<file path="config.mk">
export PLATFORM = sky130hd
export DESIGN_NAME = kbd_event_fifo
export DESIGN_NICKNAME = d
export VERILOG_FILES = /design/src/rtl/kbd_event_fifo.sv
export SDC_FILE = /design/constraint.sdc
export NUM_CORES = 1
export LEC_CHECK = 0
export BUFFER_PORTS_ARGS = -buffer_cell sky130_fd_sc_hd__buf_2
export CAP_MARGIN = 20
export CORE_ASPECT_RATIO = 0.75
export CORE_MARGIN = 2
export CORE_UTILIZATION = 55
export DETAILED_ROUTE_END_ITERATION = 6
export PLACE_DENSITY_LB_ADDON = 0.08
export SYNTH_ARGS = -nofsm -noshare
export SYNTH_HDL_FRONTEND = slang
export SYNTH_SLANG_ARGS = --single-unit
</file>
<file path="constraint.sdc">
create_clock -name clk -period 4.2 [get_ports clk]
set_input_delay 0.84 -clock clk [delete_from_list [all_inputs] [get_ports clk]]
set_output_delay 0.84 -clock clk [all_outputs]
set_load 0.005 [all_outputs]
</file>
<file path="src/rtl/kbd_event_fifo.sv">
// -----------------------------------------------------------------------------
// kbd_event_fifo
// Folds raw PS/2 set-2 scancode bytes into key events and queues them in a
// first-word-fall-through FIFO for the CPU port decoder.
//
// Event entry: {ext, up, code[7:0]}
//   F0 prefix          -> up (release) flag
//   E0 prefix          -> ext flag
//   E1 + 7 bytes       -> single Pause event {1,0,E1}
//
// Parameters:
//   DEPTH_LOG2  FIFO depth = 2**DEPTH_LOG2 entries
//   TIMEOUT     idle clk cycles before a pending prefix is abandoned
//
// Ports:
//   clk          system clock, posedge
//   rst          synchronous active-high reset
//   ps2_data     received PS/2 byte
//   ps2_data_en  one-cycle strobe, ps2_data valid
//   rd           one-cycle pop strobe
//   clr_ovf      one-cycle strobe, clears ovf
//   dout         head-entry scancode (combinational from storage)
//   dout_up      head entry is a release
//   dout_ext     head entry had an E0/E1 prefix
//   empty, full  FIFO status
//   count        entries held
//   ovf          sticky: an event was dropped
//   intr         interrupt request
//
// Optional feature macro: KBD_EVENT_FIFO_INTR_EN
//   defined   -> intr is !empty delayed one cycle (registered)
//   undefined -> intr tied to 0
// -----------------------------------------------------------------------------
module kbd_event_fifo #(
  parameter int unsigned DEPTH_LOG2 = 4,
  parameter int unsigned TIMEOUT    = 1_000_000
) (
  input  logic                  clk,
  input  logic                  rst,
  input  logic [7:0]            ps2_data,
  input  logic                  ps2_data_en,
  input  logic                  rd,
  input  logic                  clr_ovf,
  output logic [7:0]            dout,
  output logic                  dout_up,
  output logic                  dout_ext,
  output logic                  empty,
  output logic                  full,
  output logic [DEPTH_LOG2:0]   count,
  output logic                  ovf,
  output logic                  intr
);

  localparam int unsigned DEPTH  = 1 << DEPTH_LOG2;
  localparam int unsigned PTR_W  = DEPTH_LOG2;
  localparam int unsigned CNT_W  = DEPTH_LOG2 + 1;
  localparam int unsigned TMO_W  = (TIMEOUT > 1) ? $clog2(TIMEOUT) : 1;
  localparam logic [TMO_W-1:0] TMO_MAX = TMO_W'(TIMEOUT - 1);

  localparam logic [7:0] B_BRK   = 8'hF0;
  localparam logic [7:0] B_EXT   = 8'hE0;
  localparam logic [7:0] B_PAUSE = 8'hE1;
  localparam logic [7:0] B_FAKE  = 8'h12;

  typedef struct packed {
    logic       ext;
    logic       up;
    logic [7:0] code;
  } kbd_evt_t;

  typedef enum logic [2:0] {
    ST_IDLE,
    ST_EXT,
    ST_BRK,
    ST_EXTBRK,
    ST_PAUSE
  } state_t;

  // Controller/keyboard status bytes that never form key events
  function automatic logic is_discard(input logic [7:0] b);
    return (b == 8'hAA) || (b == 8'hFA) || (b == 8'hFE) ||
           (b == 8'hEE) || (b == 8'h00) || (b == 8'hFF);
  endfunction

  state_t           state_q, state_d;
  logic [2:0]       skip_q, skip_d;
  logic [TMO_W-1:0] tmo_q, tmo_d;
  logic             push_c;
  kbd_evt_t         push_evt_c;

  // ---------------------------------------------------------------------------
  // Decoder FSM: state register
  // ---------------------------------------------------------------------------
  always_ff @(posedge clk) begin
    if (rst) state_q <= ST_IDLE;
    else     state_q <= state_d;
  end

  // Decoder FSM: next state
  always_comb begin
    state_d = state_q;
    if (ps2_data_en) begin
      unique case (state_q)
        ST_IDLE: begin
          if      (ps2_data == B_BRK)   state_d = ST_BRK;
          else if (ps2_data == B_EXT)   state_d = ST_EXT;
          else if (ps2_data == B_PAUSE) state_d = ST_PAUSE;
        end
        ST_EXT:    state_d = (ps2_data == B_BRK) ? ST_EXTBRK : ST_IDLE;
        ST_BRK:    state_d = ST_IDLE;
        ST_EXTBRK: state_d = ST_IDLE;
        ST_PAUSE:  if (skip_q <= 3'd1) state_d = ST_IDLE;
        default:   state_d = ST_IDLE;
      endcase
    end else if (state_q != ST_IDLE && tmo_q == TMO_MAX) begin
      // Abandon a stale prefix without producing an event
      state_d = ST_IDLE;
    end
  end

  // Decoder FSM: outputs (event push)
  always_comb begin
    push_c     = 1'b0;
    push_evt_c = '0;
    if (ps2_data_en) begin
      unique case (state_q)
        ST_IDLE: begin
          if (ps2_data != B_BRK && ps2_data != B_EXT &&
              ps2_data != B_PAUSE && !is_discard(ps2_data)) begin
            push_c     = 1'b1;
            push_evt_c = '{ext: 1'b0, up: 1'b0, code: ps2_data};
          end
        end
        ST_EXT: begin
          if (ps2_data != B_BRK && ps2_data != B_FAKE) begin
            push_c     = 1'b1;
            push_evt_c = '{ext: 1'b1, up: 1'b0, code: ps2_data};
          end
        end
        ST_BRK: begin
          push_c     = 1'b1;
          push_evt_c = '{ext: 1'b0, up: 1'b1, code: ps2_data};
        end
        ST_EXTBRK: begin
          if (ps2_data != B_FAKE) begin
            push_c     = 1'b1;
            push_evt_c = '{ext: 1'b1, up: 1'b1, code: ps2_data};
          end
        end
        ST_PAUSE: begin
          if (skip_q == 3'd1) begin
            push_c     = 1'b1;
            push_evt_c = '{ext: 1'b1, up: 1'b0, code: B_PAUSE};
          end
        end
        default: ;
      endcase
    end
  end

  // Pause skip counter and prefix timeout counter
  always_comb begin
    skip_d = skip_q;
    if (ps2_data_en) begin
      if (state_q == ST_IDLE && ps2_data == B_PAUSE) skip_d = 3'd7;
      else if (state_q == ST_PAUSE && skip_q != 3'd0) skip_d = skip_q - 3'd1;
    end
    tmo_d = (ps2_data_en || state_q == ST_IDLE) ? '0 : tmo_q + TMO_W'(1);
  end

  always_ff @(posedge clk) begin
    if (rst) begin
      skip_q <= 3'd0;
      tmo_q  <= '0;
    end else begin
      skip_q <= skip_d;
      tmo_q  <= tmo_d;
    end
  end

  // ---------------------------------------------------------------------------
  // Event FIFO
  // ---------------------------------------------------------------------------
  kbd_evt_t             mem_q [DEPTH];
  logic [PTR_W-1:0]     wr_ptr_q, rd_ptr_q;
  logic [CNT_W-1:0]     count_q, count_d;
  logic                 empty_q, full_q, ovf_q, ovf_d;
  kbd_evt_t             last_q;
  kbd_evt_t             head_c;
  logic                 rd_ok_c, wr_en_c, drop_c;

  // A pop frees the slot in the same cycle, so push+pop while full is legal
  assign rd_ok_c = rd && !empty_q;
  assign drop_c  = push_c && full_q && !rd_ok_c;
  assign wr_en_c = push_c && !drop_c;

  always_comb begin
    count_d = count_q;
    unique case ({wr_en_c, rd_ok_c})
      2'b10:   count_d = count_q + CNT_W'(1);
      2'b01:   count_d = count_q - CNT_W'(1);
      default: count_d = count_q;
    endcase
    // Set has priority over clear
    ovf_d = drop_c ? 1'b1 : (clr_ovf ? 1'b0 : ovf_q);
  end

  always_ff @(posedge clk) begin
    if (rst) begin
      wr_ptr_q <= '0;
      rd_ptr_q <= '0;
      count_q  <= '0;
      empty_q  <= 1'b1;
      full_q   <= 1'b0;
      ovf_q    <= 1'b0;
      last_q   <= '0;
    end else begin
      if (wr_en_c) wr_ptr_q <= wr_ptr_q + PTR_W'(1);
      if (rd_ok_c) rd_ptr_q <= rd_ptr_q + PTR_W'(1);
      count_q <= count_d;
      empty_q <= (count_d == CNT_W'(0));
      full_q  <= (count_d == CNT_W'(DEPTH));
      ovf_q   <= ovf_d;
      // Remember the visible head so outputs hold once the FIFO drains
      if (!empty_q) last_q <= head_c;
    end
  end

  // Storage has no reset; only valid slots are ever shown
  always_ff @(posedge clk) begin
    if (!rst && wr_en_c) mem_q[wr_ptr_q] <= push_evt_c;
  end

  assign head_c   = mem_q[rd_ptr_q];
  assign dout     = empty_q ? last_q.code : head_c.code;
  assign dout_up  = empty_q ? last_q.up   : head_c.up;
  assign dout_ext = empty_q ? last_q.ext  : head_c.ext;
  assign empty    = empty_q;
  assign full     = full_q;
  assign count    = count_q;
  assign ovf      = ovf_q;

  // ---------------------------------------------------------------------------
  // Interrupt request
  // ---------------------------------------------------------------------------
`ifdef KBD_EVENT_FIFO_INTR_EN
  logic intr_q;
  always_ff @(posedge clk) begin
    if (rst) intr_q <= 1'b0;
    else     intr_q <= !empty_q;
  end
  assign intr = intr_q;
`else
  assign intr = 1'b0;
`endif

endmodule

</file>
==> results.py <==
metrics = {
    "sta": {
        "fin_ws_ps": 418,
        "maxSlewViolCount": 0,
        "fin_tns_setup_ps": 0,
        "rsz0062_at_grt": "no",
        "relSlewSlack": 0.343,
        "timing.final.crit_share": 0.900,
        "finalHoldViolCount": 0,
        "final-setup-viol-count": 0,
        "fmax_mhz": 264,
        "worst-slew-pin-transition_ps": 984,
        "skew_ps": 5.62,
        "fin_crit_ps": 3780,
    },
    "global_routing": {
        "antenna_found_initial": 0,
        "grt_max_degree": 41,
        "busiest_layer": "met2",
        "use_met3": 0.0337,
        "grtUsageTotal": 0.223,
        "globalRouteMet2Util": 0.355,
        "grt_pass1_wl_um": 28700,
        "grt_pass1_vias": 5116,
        "met1_usage": 0.336,
        "grt_overflow": 0,
    },
    "synth": {
        "synthesis.area_um2": 8990,
        "yosysTopAreaCell": "edfxtp_1",
        "muxShareOfSynthArea": 0.147,
        "ys_ff_latch": 216,
        "synthXorXnorAreaFrac": 0.0234,
        "synth_top_family_by_area": "multiplexers",
        "synth_cells": 570,
        "synth_edf_count": 160,
        "yosys-top-cells-count": "edfxtp_1 (160), dfxtp_1 (56), nor2_1 (51), mux4_2 (50), nand2_1 (26)",
        "synth.most_common_cell": "edfxtp_1",
        "yosys.area.top_type_share": 0.534,
        "syn-num-nets": 596,
        "synth-main-ff-cell": "edfxtp_1",
        "ys_top_cells_by_area": "edfxtp_1 (53%), mux4_2 (13%), dfxtp_1 (12%)",
        "synth.yosys.warnings": 0,
        "yosys.area_share.simple": 0.0959,
        "seq_area_frac_synth": 0.659,
        "synth-compound-area-share": 0.0377,
        "synth_adder_area_share": 0.0189,
        "synth.avg_cell_area_um2": 15.8,
        "yosysUniqueCellTypes": 57,
        "async_reset_ff_frac": 0,
    },
    "clocking": {
        "clk_pin_slew_ps": 60,
        "cts_setup_buffers": 0,
        "htreeDepth": 1,
        "cts_resized": 0,
        "cts_tree": "done",
        "clockBufferDepth": 3,
        "numCtsBuffers": 21,
        "cts_hold_buf": 0,
        "clk_latency_ps": 480,
        "clock-root-buffer": "clkbuf_16",
        "cts.sinks": 216,
    },
    "run": {
        "max_cap_viol_count": 0,
    },
    "route": {
        "viasPerCell": 5.86,
        "ant_nets": 0,
        "remaining_drc_errors": 0,
        "drt_iter0_drc": 400,
        "routedWlPerCell_um": 21.7,
        "drt-total-wl_um": 18700,
        "vias": 5054,
        "first_pass_iters": 5,
    },
    "power_and_ir_drop": {
        "clockPowerShare": 0.357,
        "seq_power_share": 0.503,
        "intPower_mw": 3.69,
        "p_sw_mw": 1.13,
        "p_leak_nw": 3.47,
        "combPwrFrac": 0.140,
        "p_per_area_nw_per_um2": 469,
        "ir_drop_uv": 352,
        "switching_share": 0.234,
    },
    "floorplanning": {
        "num_rows": 40,
        "die_w_um": 152,
        "core-area_um2": 16000,
        "start_util": 0.561,
        "die_y_um": 115,
        "dieArea_um2": 17400,
        "ios": 32,
    },
    "worst_setup_path": {
        "reg2reg_depth": 14,
        "arrival_ps": 4190,
        "start_kind": "primary input",
        "cp_data_required_time_ps": 4610,
        "endpoint_kind": "flop",
        "crit_path_max_fanout": 5,
        "path_class": "primary input to flop",
    },
    "place": {
        "pre_cts_slack_ps": -61.9,
        "dpl_cell_area_um2": 9650,
        "dp_hpwl_um": 12100,
        "place.gp.congestion": 0.805,
        "io_buffers": 30,
        "dp_cells": 825,
    },
    "run_status": {
        "outcome": "complete, no violations",
    },
    "layout": {
        "layout-drive-gt1-share": 0.255,
        "instances_no_fill": 862,
        "area_delta_synth_final_pct": 14.2,
        "diodes": 0,
        "final_cell_area_um2": 10300,
        "nets": 664,
        "finish.utilization": 0.641,
    },
    "hold_path": {
        "worstHoldPathCells": 1,
        "min_path_type": "flop to flop",
    },
}
-- layer usage --
layer	share of wire	up-vias	routed length (um)
li1	-	2310	-
met1	0.46	2579	8510
met4	0.015	0	280
met5	0	-	0
met3	0.056	23	1060
met2	0.47	142	8850
-- path summary, 6_finish.rpt --
path               start        to  slack (ps)
max reg2reg   state_q[0]     empty         680
min reg2reg     tmo_q[0]  tmo_q[0]         480
max          ps2_data[7]     empty         420
min             tmo_q[0]  tmo_q[0]         480
-- kinds of logic (layout without fill, tap and decap cells) --
family / Yosys count / in the layout
AO/OA/AOI/OAI: 49 / 49
XOR/XNOR: 24 / 24
adder cells (fa/ha/maj): 13 / 13
buffers and inverters: 38 / 120
flip-flops: 216 / 216
multiplexers: 67 / 67
other: 1 / 1
AND/OR/NAND/NOR: 162 / 162
-- placed cells by master, fill, tap and decap left out, types with 2 or more instances in the layout --
| cell type | synthesis | routed |
|---|---|---|
| mux2_2 | 10 | 10 |
| ha_1 | 12 | 12 |
| nand3b_1 | 2 | 2 |
| dfxtp_1 | 56 | 54 |
| inv_1 | 15 | 15 |
| nor2b_1 | 11 | 11 |
| a21boi_0 | 2 | 2 |
| and2_1 | 17 | 17 |
| a21o_1 | 4 | 4 |
| clkinv_1 | 0 | 6 |
| nor3_1 | 5 | 5 |
| nor2_1 | 51 | 51 |
| a311oi_1 | 2 | 2 |
| nand2b_1 | 5 | 5 |
| nor4_1 | 2 | 2 |
| nand4_1 | 7 | 7 |
| xnor2_1 | 7 | 7 |
| edfxtp_1 | 160 | 160 |
| clkbuf_1 | 15 | 8 |
| a21oi_1 | 20 | 20 |
| a31oi_1 | 2 | 2 |
| nand3_1 | 12 | 12 |
| dfxtp_2 | 0 | 2 |
| buf_12 | 0 | 5 |
| o21ai_0 | 8 | 8 |
| mux2i_1 | 6 | 6 |
| or3_1 | 7 | 7 |
| mux4_2 | 50 | 50 |
| clkbuf_16 | 0 | 21 |
| nor4b_1 | 2 | 2 |
| xor2_1 | 17 | 17 |
| buf_4 | 1 | 33 |
| nor4b_2 | 2 | 2 |
| nand2_1 | 26 | 26 |
| and3_1 | 4 | 4 |
| buf_2 | 5 | 30 |
-- per-stage QoR --
stage | power, mW | hold slack (ps)
final | 4.82 | 480
after floorplan | 2.93 | 438
after detailed placement | 3.15 | 462
after global routing | 5.00 | 521
after global placement | 3.13 | 449
after CTS | 4.87 | 482
-- layout make-up --
type | instances | area, um2
sequential | 216 | 5930
tap | 210 | 263
fill | 1151 | 5750
inverter | 15 | 56.3
clock inverter | 8 | 57.6
timing repair buffer | 68 | 498
clock buffer | 29 | 556
multi-input combinational | 316 | 2910
-- worst max-delay path: stages --
cell and delay, ps:
buf_2 130, nor4bb_1 390, nand2_1 130, o31ai_1 430
o31a_4 240, a21oi_4 50, nor2_1 160, ha_1 250
a21o_1 170, a21oi_1 170, xnor2_1 100, or4b_2 660
o21ai_0 190, mux2i_1 110, o21bai_1 150
-- registers in the layout, indices dropped and copies added (netlist names), named ones only --
register	count
mem_q	160
tmo_q	20
last_q	10
count	5
rd_ptr_q	4
wr_ptr_q	4
skip_q	3
state_q	3
empty	1
full	1
ovf	1
-- power groups by stage --
stage          combinational, mW  sequential [mW]  clock, mW
2_1_floorplan              0.495             2.43          0
3_3_place_gp               0.663             2.46          0
3_5_place_dp               0.680             2.47          0
4_1_cts                    0.685             2.42       1.76
5_1_grt                    0.735             2.43       1.84
6_report                   0.675             2.42       1.72
(Power assumes the default switching activity.)
